File: src/rtl/uart_rx.sv
// uart_rx: oversampled UART receiver, LSB-first frames with 2-flop input sync.
// Define UART_RX_PARITY_EN to receive and check an even parity bit.
module uart_rx #(
  parameter int DATA_BITS    = 8,
  parameter int OVERSAMPLING = 16
) (
  input  logic                 clk,
  input  logic                 n_rst,
  input  logic                 rx,
  output logic [DATA_BITS-1:0] data_out,
  output logic                 data_valid,
  output logic                 frame_err,
  output logic                 parity_err,
  output logic                 busy
);

  localparam int CW = $clog2(OVERSAMPLING);
  localparam int BW = $clog2(DATA_BITS);

  localparam logic [CW-1:0] HALF_END = CW'(OVERSAMPLING / 2 - 1);
  localparam logic [CW-1:0] BIT_END  = CW'(OVERSAMPLING - 1);
  localparam logic [BW-1:0] LAST_BIT = BW'(DATA_BITS - 1);

  typedef enum logic [2:0] {
    IDLE,
    START,
    DATA,
    PARITY,
    STOP
  } state_t;

  state_t state;
  state_t state_n;

  logic rx_meta;
  logic rx_s;

  logic [CW-1:0] clk_cnt;
  logic [CW-1:0] clk_cnt_n;
  logic [BW-1:0] bit_cnt;
  logic [BW-1:0] bit_cnt_n;

  logic [DATA_BITS-1:0] shift;
  logic [DATA_BITS-1:0] shift_n;
  logic [DATA_BITS-1:0] data_n;

  logic valid_n;
  logic ferr_n;
  logic perr_n;
  logic half_done;
  logic bit_done;

`ifdef UART_RX_PARITY_EN
  logic par_bit;
  logic par_bit_n;
`endif

  assign half_done = (clk_cnt == HALF_END);
  assign bit_done  = (clk_cnt == BIT_END);
  assign busy      = (state != IDLE);

  // rx is asynchronous; only rx_s is ever looked at
  always_ff @(posedge clk or negedge n_rst) begin
    if (!n_rst) begin
      rx_meta <= 1'b1;
      rx_s    <= 1'b1;
    end else begin
      rx_meta <= rx;
      rx_s    <= rx_meta;
    end
  end

  always_ff @(posedge clk or negedge n_rst) begin
    if (!n_rst) begin
      state      <= IDLE;
      clk_cnt    <= '0;
      bit_cnt    <= '0;
      shift      <= '0;
      data_out   <= '0;
      data_valid <= 1'b0;
      frame_err  <= 1'b0;
      parity_err <= 1'b0;
    end else begin
      state      <= state_n;
      clk_cnt    <= clk_cnt_n;
      bit_cnt    <= bit_cnt_n;
      shift      <= shift_n;
      data_out   <= data_n;
      data_valid <= valid_n;
      frame_err  <= ferr_n;
      parity_err <= perr_n;
    end
  end

`ifdef UART_RX_PARITY_EN
  always_ff @(posedge clk or negedge n_rst) begin
    if (!n_rst) begin
      par_bit <= 1'b0;
    end else begin
      par_bit <= par_bit_n;
    end
  end
`endif

  always_comb begin
    state_n   = state;
    clk_cnt_n = clk_cnt + CW'(1);
    bit_cnt_n = bit_cnt;
    shift_n   = shift;
    data_n    = data_out;
    valid_n   = 1'b0;
    ferr_n    = frame_err;
    perr_n    = parity_err;
`ifdef UART_RX_PARITY_EN
    par_bit_n = par_bit;
`endif

    unique case (state)
      IDLE: begin
        clk_cnt_n = '0;
        if (!rx_s) begin
          state_n   = START;
          bit_cnt_n = '0;
        end
      end

      // a start bit that is high again at its middle is a glitch
      START: begin
        if (half_done) begin
          clk_cnt_n = '0;
          bit_cnt_n = '0;
          state_n   = rx_s ? IDLE : DATA;
        end
      end

      DATA: begin
        if (bit_done) begin
          clk_cnt_n = '0;
          shift_n   = {rx_s, shift[DATA_BITS-1:1]};
          if (bit_cnt == LAST_BIT) begin
            bit_cnt_n = '0;
`ifdef UART_RX_PARITY_EN
            state_n   = PARITY;
`else
            state_n   = STOP;
`endif
          end else begin
            bit_cnt_n = bit_cnt + BW'(1);
          end
        end
      end

`ifdef UART_RX_PARITY_EN
      PARITY: begin
        if (bit_done) begin
          clk_cnt_n = '0;
          par_bit_n = rx_s;
          state_n   = STOP;
        end
      end
`endif

      // leaving at mid-stop lets an immediately following start be caught
      STOP: begin
        if (bit_done) begin
          clk_cnt_n = '0;
          bit_cnt_n = '0;
          data_n    = shift;
          ferr_n    = ~rx_s;
          valid_n   = 1'b1;
          state_n   = IDLE;
`ifdef UART_RX_PARITY_EN
          perr_n    = ^{shift, par_bit};
`else
          perr_n    = 1'b0;
`endif
        end
      end

      default: begin
        clk_cnt_n = '0;
        bit_cnt_n = '0;
        state_n   = IDLE;
      end
    endcase
  end

endmodule

File: config.mk
export PLATFORM = sky130hd
export DESIGN_NAME = uart_rx
export DESIGN_NICKNAME = d
export VERILOG_FILES = /design/src/rtl/uart_rx.sv
export SDC_FILE = /design/constraint.sdc
export NUM_CORES = 1
export LEC_CHECK = 0
export CELL_PAD_IN_SITES_DETAIL_PLACEMENT = 0
export CELL_PAD_IN_SITES_GLOBAL_PLACEMENT = 2
export CORE_MARGIN = 2
export CORE_UTILIZATION = 40
export DETAILED_ROUTE_END_ITERATION = 10
export PLACE_DENSITY_LB_ADDON = 0.1
export SETUP_SLACK_MARGIN = 0.4
export SLEW_MARGIN = 20
export SYNTH_ARGS = -nofsm -noshare
export SYNTH_HDL_FRONTEND = slang
export SYNTH_SLANG_ARGS = --single-unit
export TNS_END_PERCENT = 30
File: constraint.sdc
create_clock -name clk -period 3.72 [get_ports clk]
set_clock_uncertainty 0.15 [all_clocks]
set_input_delay 0.744 -clock clk [delete_from_list [all_inputs] [get_ports clk]]
set_output_delay 0.744 -clock clk [all_outputs]
set_load 0.02 [all_outputs]
==> results summary, run 1 <==
Yosys instantiated no cell more often than dfrtp_1. After clock tree synthesis, the clock-pin slew on the worst setup and hold paths is 90 ps. During synthesis, Yosys emitted a total of 0 warnings. The row count came out at 20.

The flop and latch count out of synthesis is 30. Entering global routing, the biggest net connects 31 pins. The number of filler instances in the final layout came out at 280. The cell with the largest stage delay on the worst path is clkdlybuf4s50_1. TritonCTS created 5 clock buffers.

In this run the power density over the cells is 560.4 nW/um^2. The normalized max-slew margin is 59.92%. The total of hold buffers inserted after clock tree synthesis is 0.

The critical path goes through or3_4 -> clkdlybuf4s50_1. The highest cell delay on the worst timing path is 550 ps. The total overflow left after global routing is 0. In this run the static leakage power is 0.7496 nW. The worst setup path is launched from a flop. In the post-synthesis netlist, the biggest area contributors are dfrtp_1, mux2_2, dfstp_2. For this configuration, the core starts out at a cell density of 41.65%. At the worst endpoint, the required time is 2830 ps. The run finished with clean final reports.

The total I/O pin count is 15. The routed design could run at a clock period as short as 2663 ps. The initial detailed-routing violation count came out at 11. The number of remaining DRC errors came out at 0. The smallest hold slack came out at 210.2 ps. The parity-gate share of the synthesized area counting xor and xnor cells came out at 1.389%.

The count of distinct cell types in the synthesized netlist is 31. The antenna cell count is 0. The setup slack after placement is 1397 ps.

Measured along the x axis, the die boundary spans 60.15 um. Counting along the longest clock path gives a buffer depth of 2. The arithmetic-cell share of the synthesized area counting full adders, half adders and majority gates came out at 2.976%. The count of buffers from port buffering is 13. The pin slew with the least headroom to its limit is 599.4 ps. The synthesized design devotes to its leading area cell type 55.56% of total area. Setup slack on the critical path of the routed design comes to 1057 ps. The total number of H-tree levels is 2. The final RePlAce weighted congestion came out at 0.7897. The first-pass GRT wire length is 3.525 mm. The routed wire length came out at 2.047 mm.

Clock tree synthesis selected as its root buffer the cell clkbuf_4. The total number of clock tree sinks is 30. The share of the synthesized area in compound gates (AO/OA/AOI/OAI) came out at 6.349%.

The mapped cell area is 1261 um^2. The instance count of the mapped netlist came out at 93. After synthesis, the largest family of logic cells by area is multiplexers. The number of global-route vias before repair came out at 736. The net count after synthesis is 99. The vertical die dimension is 60.15 um. For the final routed database, the setup TNS stands at 0 ps. After synthesis, flip-flops and latches occupy 59.72% of the total area. In the finished design, the share of the clock period the worst path needs comes to 71.57%. The clock latency reported for the late side of the worst-skew pair came out at 320 ps. The synthesized netlist devotes 10.12% of its cell area to simple gates. The overall power after layout came out at 0.8449 mW. The number of violations of the max-capacitance limit came out at 0. The final antenna-violating net count came out at 0. TritonCTS built the clock tree. STA classifies the critical path endpoint as an output pin. Setup repair after global routing left no endpoint under its margin.

The tightest min-delay check is of the flop to flop type. In the routed layout, each cell is associated on average with a via count of 4.961. Compared with the post-synthesis result, the final layout area differs by 19.54%. A synthesized cell averages 13.56 um^2. Across every metal layer, demand over resource in global routing totals 13.86%. Post-CTS timing repair inserted 0 buffers for setup.

The final core utilization came out at 49.79%. By startpoint and endpoint, the worst setup path is classified as flop to output pin. For this run, the top clock speed supported by timing is 375.6 MHz. For this run, the leading register cell type out of synthesis is dfrtp_1. The number of instances resized during post-cts repair came out at 0. The final number of hold-violating endpoints is 0.

The async set or reset register ratio after synthesis is 100.0%. In this run the worst path has a maximum fanout of 9. The overall die area came out at 3618 um^2. The cell taking the most area after synthesis is dfrtp_1. Cells with a size suffix above 1 make up 27.93% of the layout. Summing over every cut layer, the via total after detailed routing is 769. The first-pass iteration count of the detailed router came out at 4. The number of slew-limit violations in the final report is 0. The number of flops mapped to enable cells by yosys came out at 0. The initial antenna violation count is 0. The data arrival time of the critical path came out at 1770 ps. The count of endpoints failing setup in the final report came out at 0. Sorting the synthesized cells by how often they occur yields dfrtp_1, mux2_2, nor2_1. The peak supply drop came out at 312.9 uV. The core box area came out at 3028 um^2. The mux cell area share after synthesis came out at 15.48%. The net count of the finished layout is 116.

After detailed routing, the average wire length per cell comes to 13.21 um.
## cell type report
type                       instances  area, um^2  share of cell area [%]
sequential                        30       753.2                   49.96
timing repair buffer              14       137.6                   9.129
inverter                           4       15.01                  0.9958
tap                               44       55.05                   3.651
multi-input combinational         55       461.7                   30.62
clock inverter                     1       30.03                   1.992
clock buffer                       7       55.05                   3.651
## through the flow
| stage | area, um^2 | instances |
|---|---|---|
| 3_3_place_gp | 1423 | 147 |
| 5_1_grt | 1508 | 155 |
| 3_5_place_dp | 1423 | 147 |
| 2_1_floorplan | 1261 | 93 |
| 4_1_cts | 1508 | 155 |
| 6_report | 1508 | 155 |
## kinds of logic (layout without fill, tap and decap cells)
family          count (synthesis)  after routing
fa+ha+maj                       3              3
xor+xnor                        2              2
other cells                     1              1
compound gates                 10             10
flops                          30             30
simple gates                   22             22
mux                            17             17
buf+inv                         8             26
## sequential cells by signal, indices dropped and copies added, names as in the netlist, 3 cells and up
register / count
shift: 8
data_out: 8
clk_cnt: 4
bit_cnt: 3
state: 3
## worst max-delay path, delay by kind of cell (launching register included)
kind | cells | cell delay [ps]
DFF | 1 | 480
buffers and inverters | 1 | 550
and+or+nand+nor | 1 | 430
## final timing paths
| kind | depth (start not counted) | from | slack [ps] | endpoint |
|---|---|---|---|---|
| max in group asynchronous | 2 | n_rst | 2450 | rx_s |
| worst max-delay path | 2 | state[0] | 1060 | busy |
| min in group asynchronous | 2 | n_rst | 640 | clk_cnt[0] |
| worst min register to register | 0 | rx_meta | 210 | rx_s |
| worst max register to register | 4 | clk_cnt[0] | 1710 | data_out[6] |
| worst min-delay path | 0 | rx_meta | 210 | rx_s |
## where the power goes
group	switching (mW)	total (mW)	leakage, nW	internal [mW]
Clock	0.107	0.267	0.0455	0.161
Sequential	0.0382	0.396	0.404	0.358
Combinational	0.0984	0.182	0.300	0.0832
## cells in the final DEF (no fill, tap or decap)
cell / netlist / routed
clkbuf_1: 0 / 1
or3_4: 1 / 1
bufinv_16: 0 / 1
nor3_1: 1 / 1
a21oi_1: 1 / 1
nor2_1: 9 / 9
a22o_1: 2 / 2
clkbuf_4: 0 / 5
ha_1: 3 / 3
o22ai_2: 1 / 1
dfstp_2: 2 / 2
nand2_1: 3 / 3
nand3_4: 1 / 1
dfrtp_1: 28 / 28
o311a_1: 1 / 1
mux2_2: 16 / 16
conb_1: 1 / 1
mux2_4: 1 / 1
clkdlybuf4s50_1: 0 / 13
o21ai_1: 1 / 1
and2_1: 1 / 1
xor2_1: 1 / 1
buf_4: 2 / 1
nor3b_1: 1 / 1
or2_4: 1 / 1
xnor2_1: 1 / 1
nand4_1: 1 / 1
nand3_1: 1 / 1
nor2b_1: 1 / 1
o21ai_0: 2 / 2
inv_1: 4 / 4
a41o_1: 2 / 2
clkbuf_8: 0 / 1
and4_1: 1 / 1
## routing by layer
metal  GRT usage [%]  part of all wire (%)  up-vias
met5               0                     0        -
met3           4.545                   4.9        4
met2           18.32                    44       20
li1                -                     -      359
met4           8.254                   1.5        0
met1           19.43                    49      386
No activity file was read; power rests on OpenSTA's default activity.
==> run 2: changes to the inputs <==
--- a/config.mk
+++ b/config.mk
@@ -8,7 +8,7 @@
 export CELL_PAD_IN_SITES_DETAIL_PLACEMENT = 0
 export CELL_PAD_IN_SITES_GLOBAL_PLACEMENT = 2
 export CORE_MARGIN = 2
-export CORE_UTILIZATION = 40
+export CORE_UTILIZATION = 34
 export DETAILED_ROUTE_END_ITERATION = 10
 export PLACE_DENSITY_LB_ADDON = 0.1
 export SETUP_SLACK_MARGIN = 0.4
==> constraint.sdc (replaced) <==
create_clock -name clk -period 2.4 [get_ports clk]
set_clock_uncertainty 0.15 [all_clocks]
set_input_delay 0.48 -clock clk [delete_from_list [all_inputs] [get_ports clk]]
set_output_delay 0.48 -clock clk [all_outputs]
set_load 0.02 [all_outputs]
==> run 2 against run 1 <==
  * Routed wire length rose by 0.49%
  * Power rose by 51%
  * Cell area rose by 1.7%
  * Global-route usage fell by 2.0 points
  * Via count fell by 2.2%
  * Die area rose by 16%
  * Critical path depth did not move
  * Sequential power rose by 50%
  * Clock power rose by 35%
  * Sequential share of layout area fell by 0.73 points
  * Critical endpoint unchanged
  * Largest power group unchanged
==> results summary, run 2 (synthesized netlist as in run 1, its figures left out) <==
The total negative slack for setup checks is 0 ps. Input and output buffers added on the ports amount to 13. The antenna cell count came out at 0. The internal power component is 0.8958 mW. The sum of net half-perimeters after detailed placement is 1.397 mm. The routed wire length came out at 2.057 mm. The first-pass iteration count of the detailed router came out at 4. The combined global-route utilization of all metal layers is 11.87%. The worst path required time came out at 1770 ps. The clock tree from TritonCTS is built. The initial antenna violation count is 0.

The number of slew-limit violations in the final report was 0. The overall die area came out at 4213 um^2. The peak supply drop came out at 319.4 uV. Once detail routing completed, the nets flagged for antenna violations numbered 0. Per report_power, the clock group accounts for 28.2% of the total.

The minimum clock period came out at 1977 ps. The worst setup path is captured at an output pin. The sort of element at the start of the critical path is a flop.

Setup repair after global routing could not meet its margin everywhere. The largest registers in the layout are data_out: 8 flops, shift: 8 flops, clk_cnt: 4 flops. Power spread over the standard cell area amounts to 833.8 nW/um^2. In this run, flip-flops and latches consume 46.6% of the power. The total cell area at the placement stage came out at 1435 um^2. The category of the critical setup timing path is flop to output pin. Of the total power, combinational logic draws 25.2%. In this run, the number of DRC markers left after iteration 0 of detailed routing was 59. For this design the static power due to leakage is 0.7623 nW. The top cell types in the final layout, fill and taps aside, are dfrtp_1, mux2_2, clkdlybuf4s50_1, nor2_1, clkbuf_8.

The clock tree synthesis step divided the H-tree into 2 levels. The number of violations of the max-capacitance limit came out at 0. Entering global routing, the biggest net connects 31 pins. The number of global-route vias before repair came out at 793.

For this block, the via count after detailed routing is 752. The longest clock path from root to sink contains 2 buffers. The total grt overflow came out at 0. The first global-routing pass estimated 3.767 mm of wire.

The core box area came out at 3606 um^2. The min-delay analysis places its worst path in the category flop to flop. The width of the die is 64.91 um. The number of nets in the final layout is 119. The final number of hold-violating endpoints came out at 0. The final RePlAce weighted congestion came out at 0.8569. The row count came out at 22. Compared with the post-synthesis result, the final layout area differs by 21.53%. For this configuration, the core starts out at a cell density of 34.98%. The total number of clock tree sinks came out at 30. The number of buffers created by CTS came out at 5.

The most frequent standard cell in the layout excluding fill and tap cells is dfrtp_1. The count of endpoints failing setup in the final report is 0. Using the TritonRoute via totals, the vias-per-cell ratio works out to 4.671. The highest net fanout along the worst path is 7. In the routed design, unresolved DRC markers number 0. The clock latency reported for the late side of the worst-skew pair came out at 260 ps.

In this run the vertical extent of the chip is 64.91 um. The master cell of the clock root buffer is clkbuf_8. The flow ran to the end, and the final reports show no timing, DRC or antenna violations. The total I/O pin count came out at 15.

Net switching is 29.91% of the power. For the worst setup path, the data arrival time is 1350 ps. The share of final-layout standard cells stronger than drive strength 1 came out at 32.74%. Derived from the worst setup path, the maximum achievable clock frequency is 505.7 MHz.

After detailed routing, the average wire length per cell comes to 12.78 um. The clock-pin slew on the worst setup and hold paths is 60 ps. After routing the design area is 1533 um^2.

The switching power is 0.3822 mW. The worst path uses 82.39% of the clock period.
run 2: metrics by stage:
step	hold WS (ps)	total power [mW]	std cells	utilization (%)	setup slack (ps)
after global routing	208.9	1.373	161	42.51	386.1
after floorplan	34.41	0.8394	93	-	664.7
final	204.5	1.278	161	42.51	422.6
after CTS	206.3	1.303	161	42.47	411.5
after detailed placement	197.5	0.9074	152	39.80	320.5
after global placement	196.1	0.9059	152	39.80	348.4
run 2: path summary, 6_finish.rpt:
kind | from | to | slack (ps) | depth (start not counted)
min in group asynchronous | n_rst | clk_cnt[2] | 450 | 2
max in group asynchronous | n_rst | rx_meta | 1330 | 2
worst min register to register | rx_meta | rx_s | 200 | 0
worst min-delay path | rx_meta | rx_s | 200 | 0
worst max-delay path | state[2] | busy | 420 | 2
worst max register to register | clk_cnt[0] | bit_cnt[0] | 570 | 5
run 2: layout make-up:
class                           instances  area (um^2)
Multi-Input combinational cell         55        462.9
Sequential cell                        30        754.5
Clock buffer                            5        68.82
Timing Repair Buffer                   17        161.4
Clock inverter                          2        10.01
Inverter                                4        15.01
Tap cell                               48        60.06
Fill cell                             342         2073
run 2: critical path, cell delays in order (launching register included):
cell             delay, ps
dfrtp_1                440
or3_4                  380
clkdlybuf4s15_2        270
run 2: layer usage:
layer / vias up / wire length, um / GRT usage [%]
met5: - / 0 / 0
met4: 0 / 19 / 3.989
met3: 2 / 86 / 4.167
met2: 15 / 948 / 17.91
met1: 372 / 1003 / 15.83
li1: 363 / - / -
run 2: power groups by stage:
stage               combinational, mW  clock [mW]  sequential (mW)
floorplan                       0.240           0            0.600
global placement                0.284           0            0.622
detailed placement              0.283           0            0.625
CTS                             0.328       0.380            0.595
global route                    0.370       0.402            0.601
finish                          0.322       0.361            0.595
run 2: what timing repair did:
action,in CTS,in global routing
gates resized for setup,4,1
hold buffers,0,0
setup endpoints to repair,1,11
buffers inserted,2,0
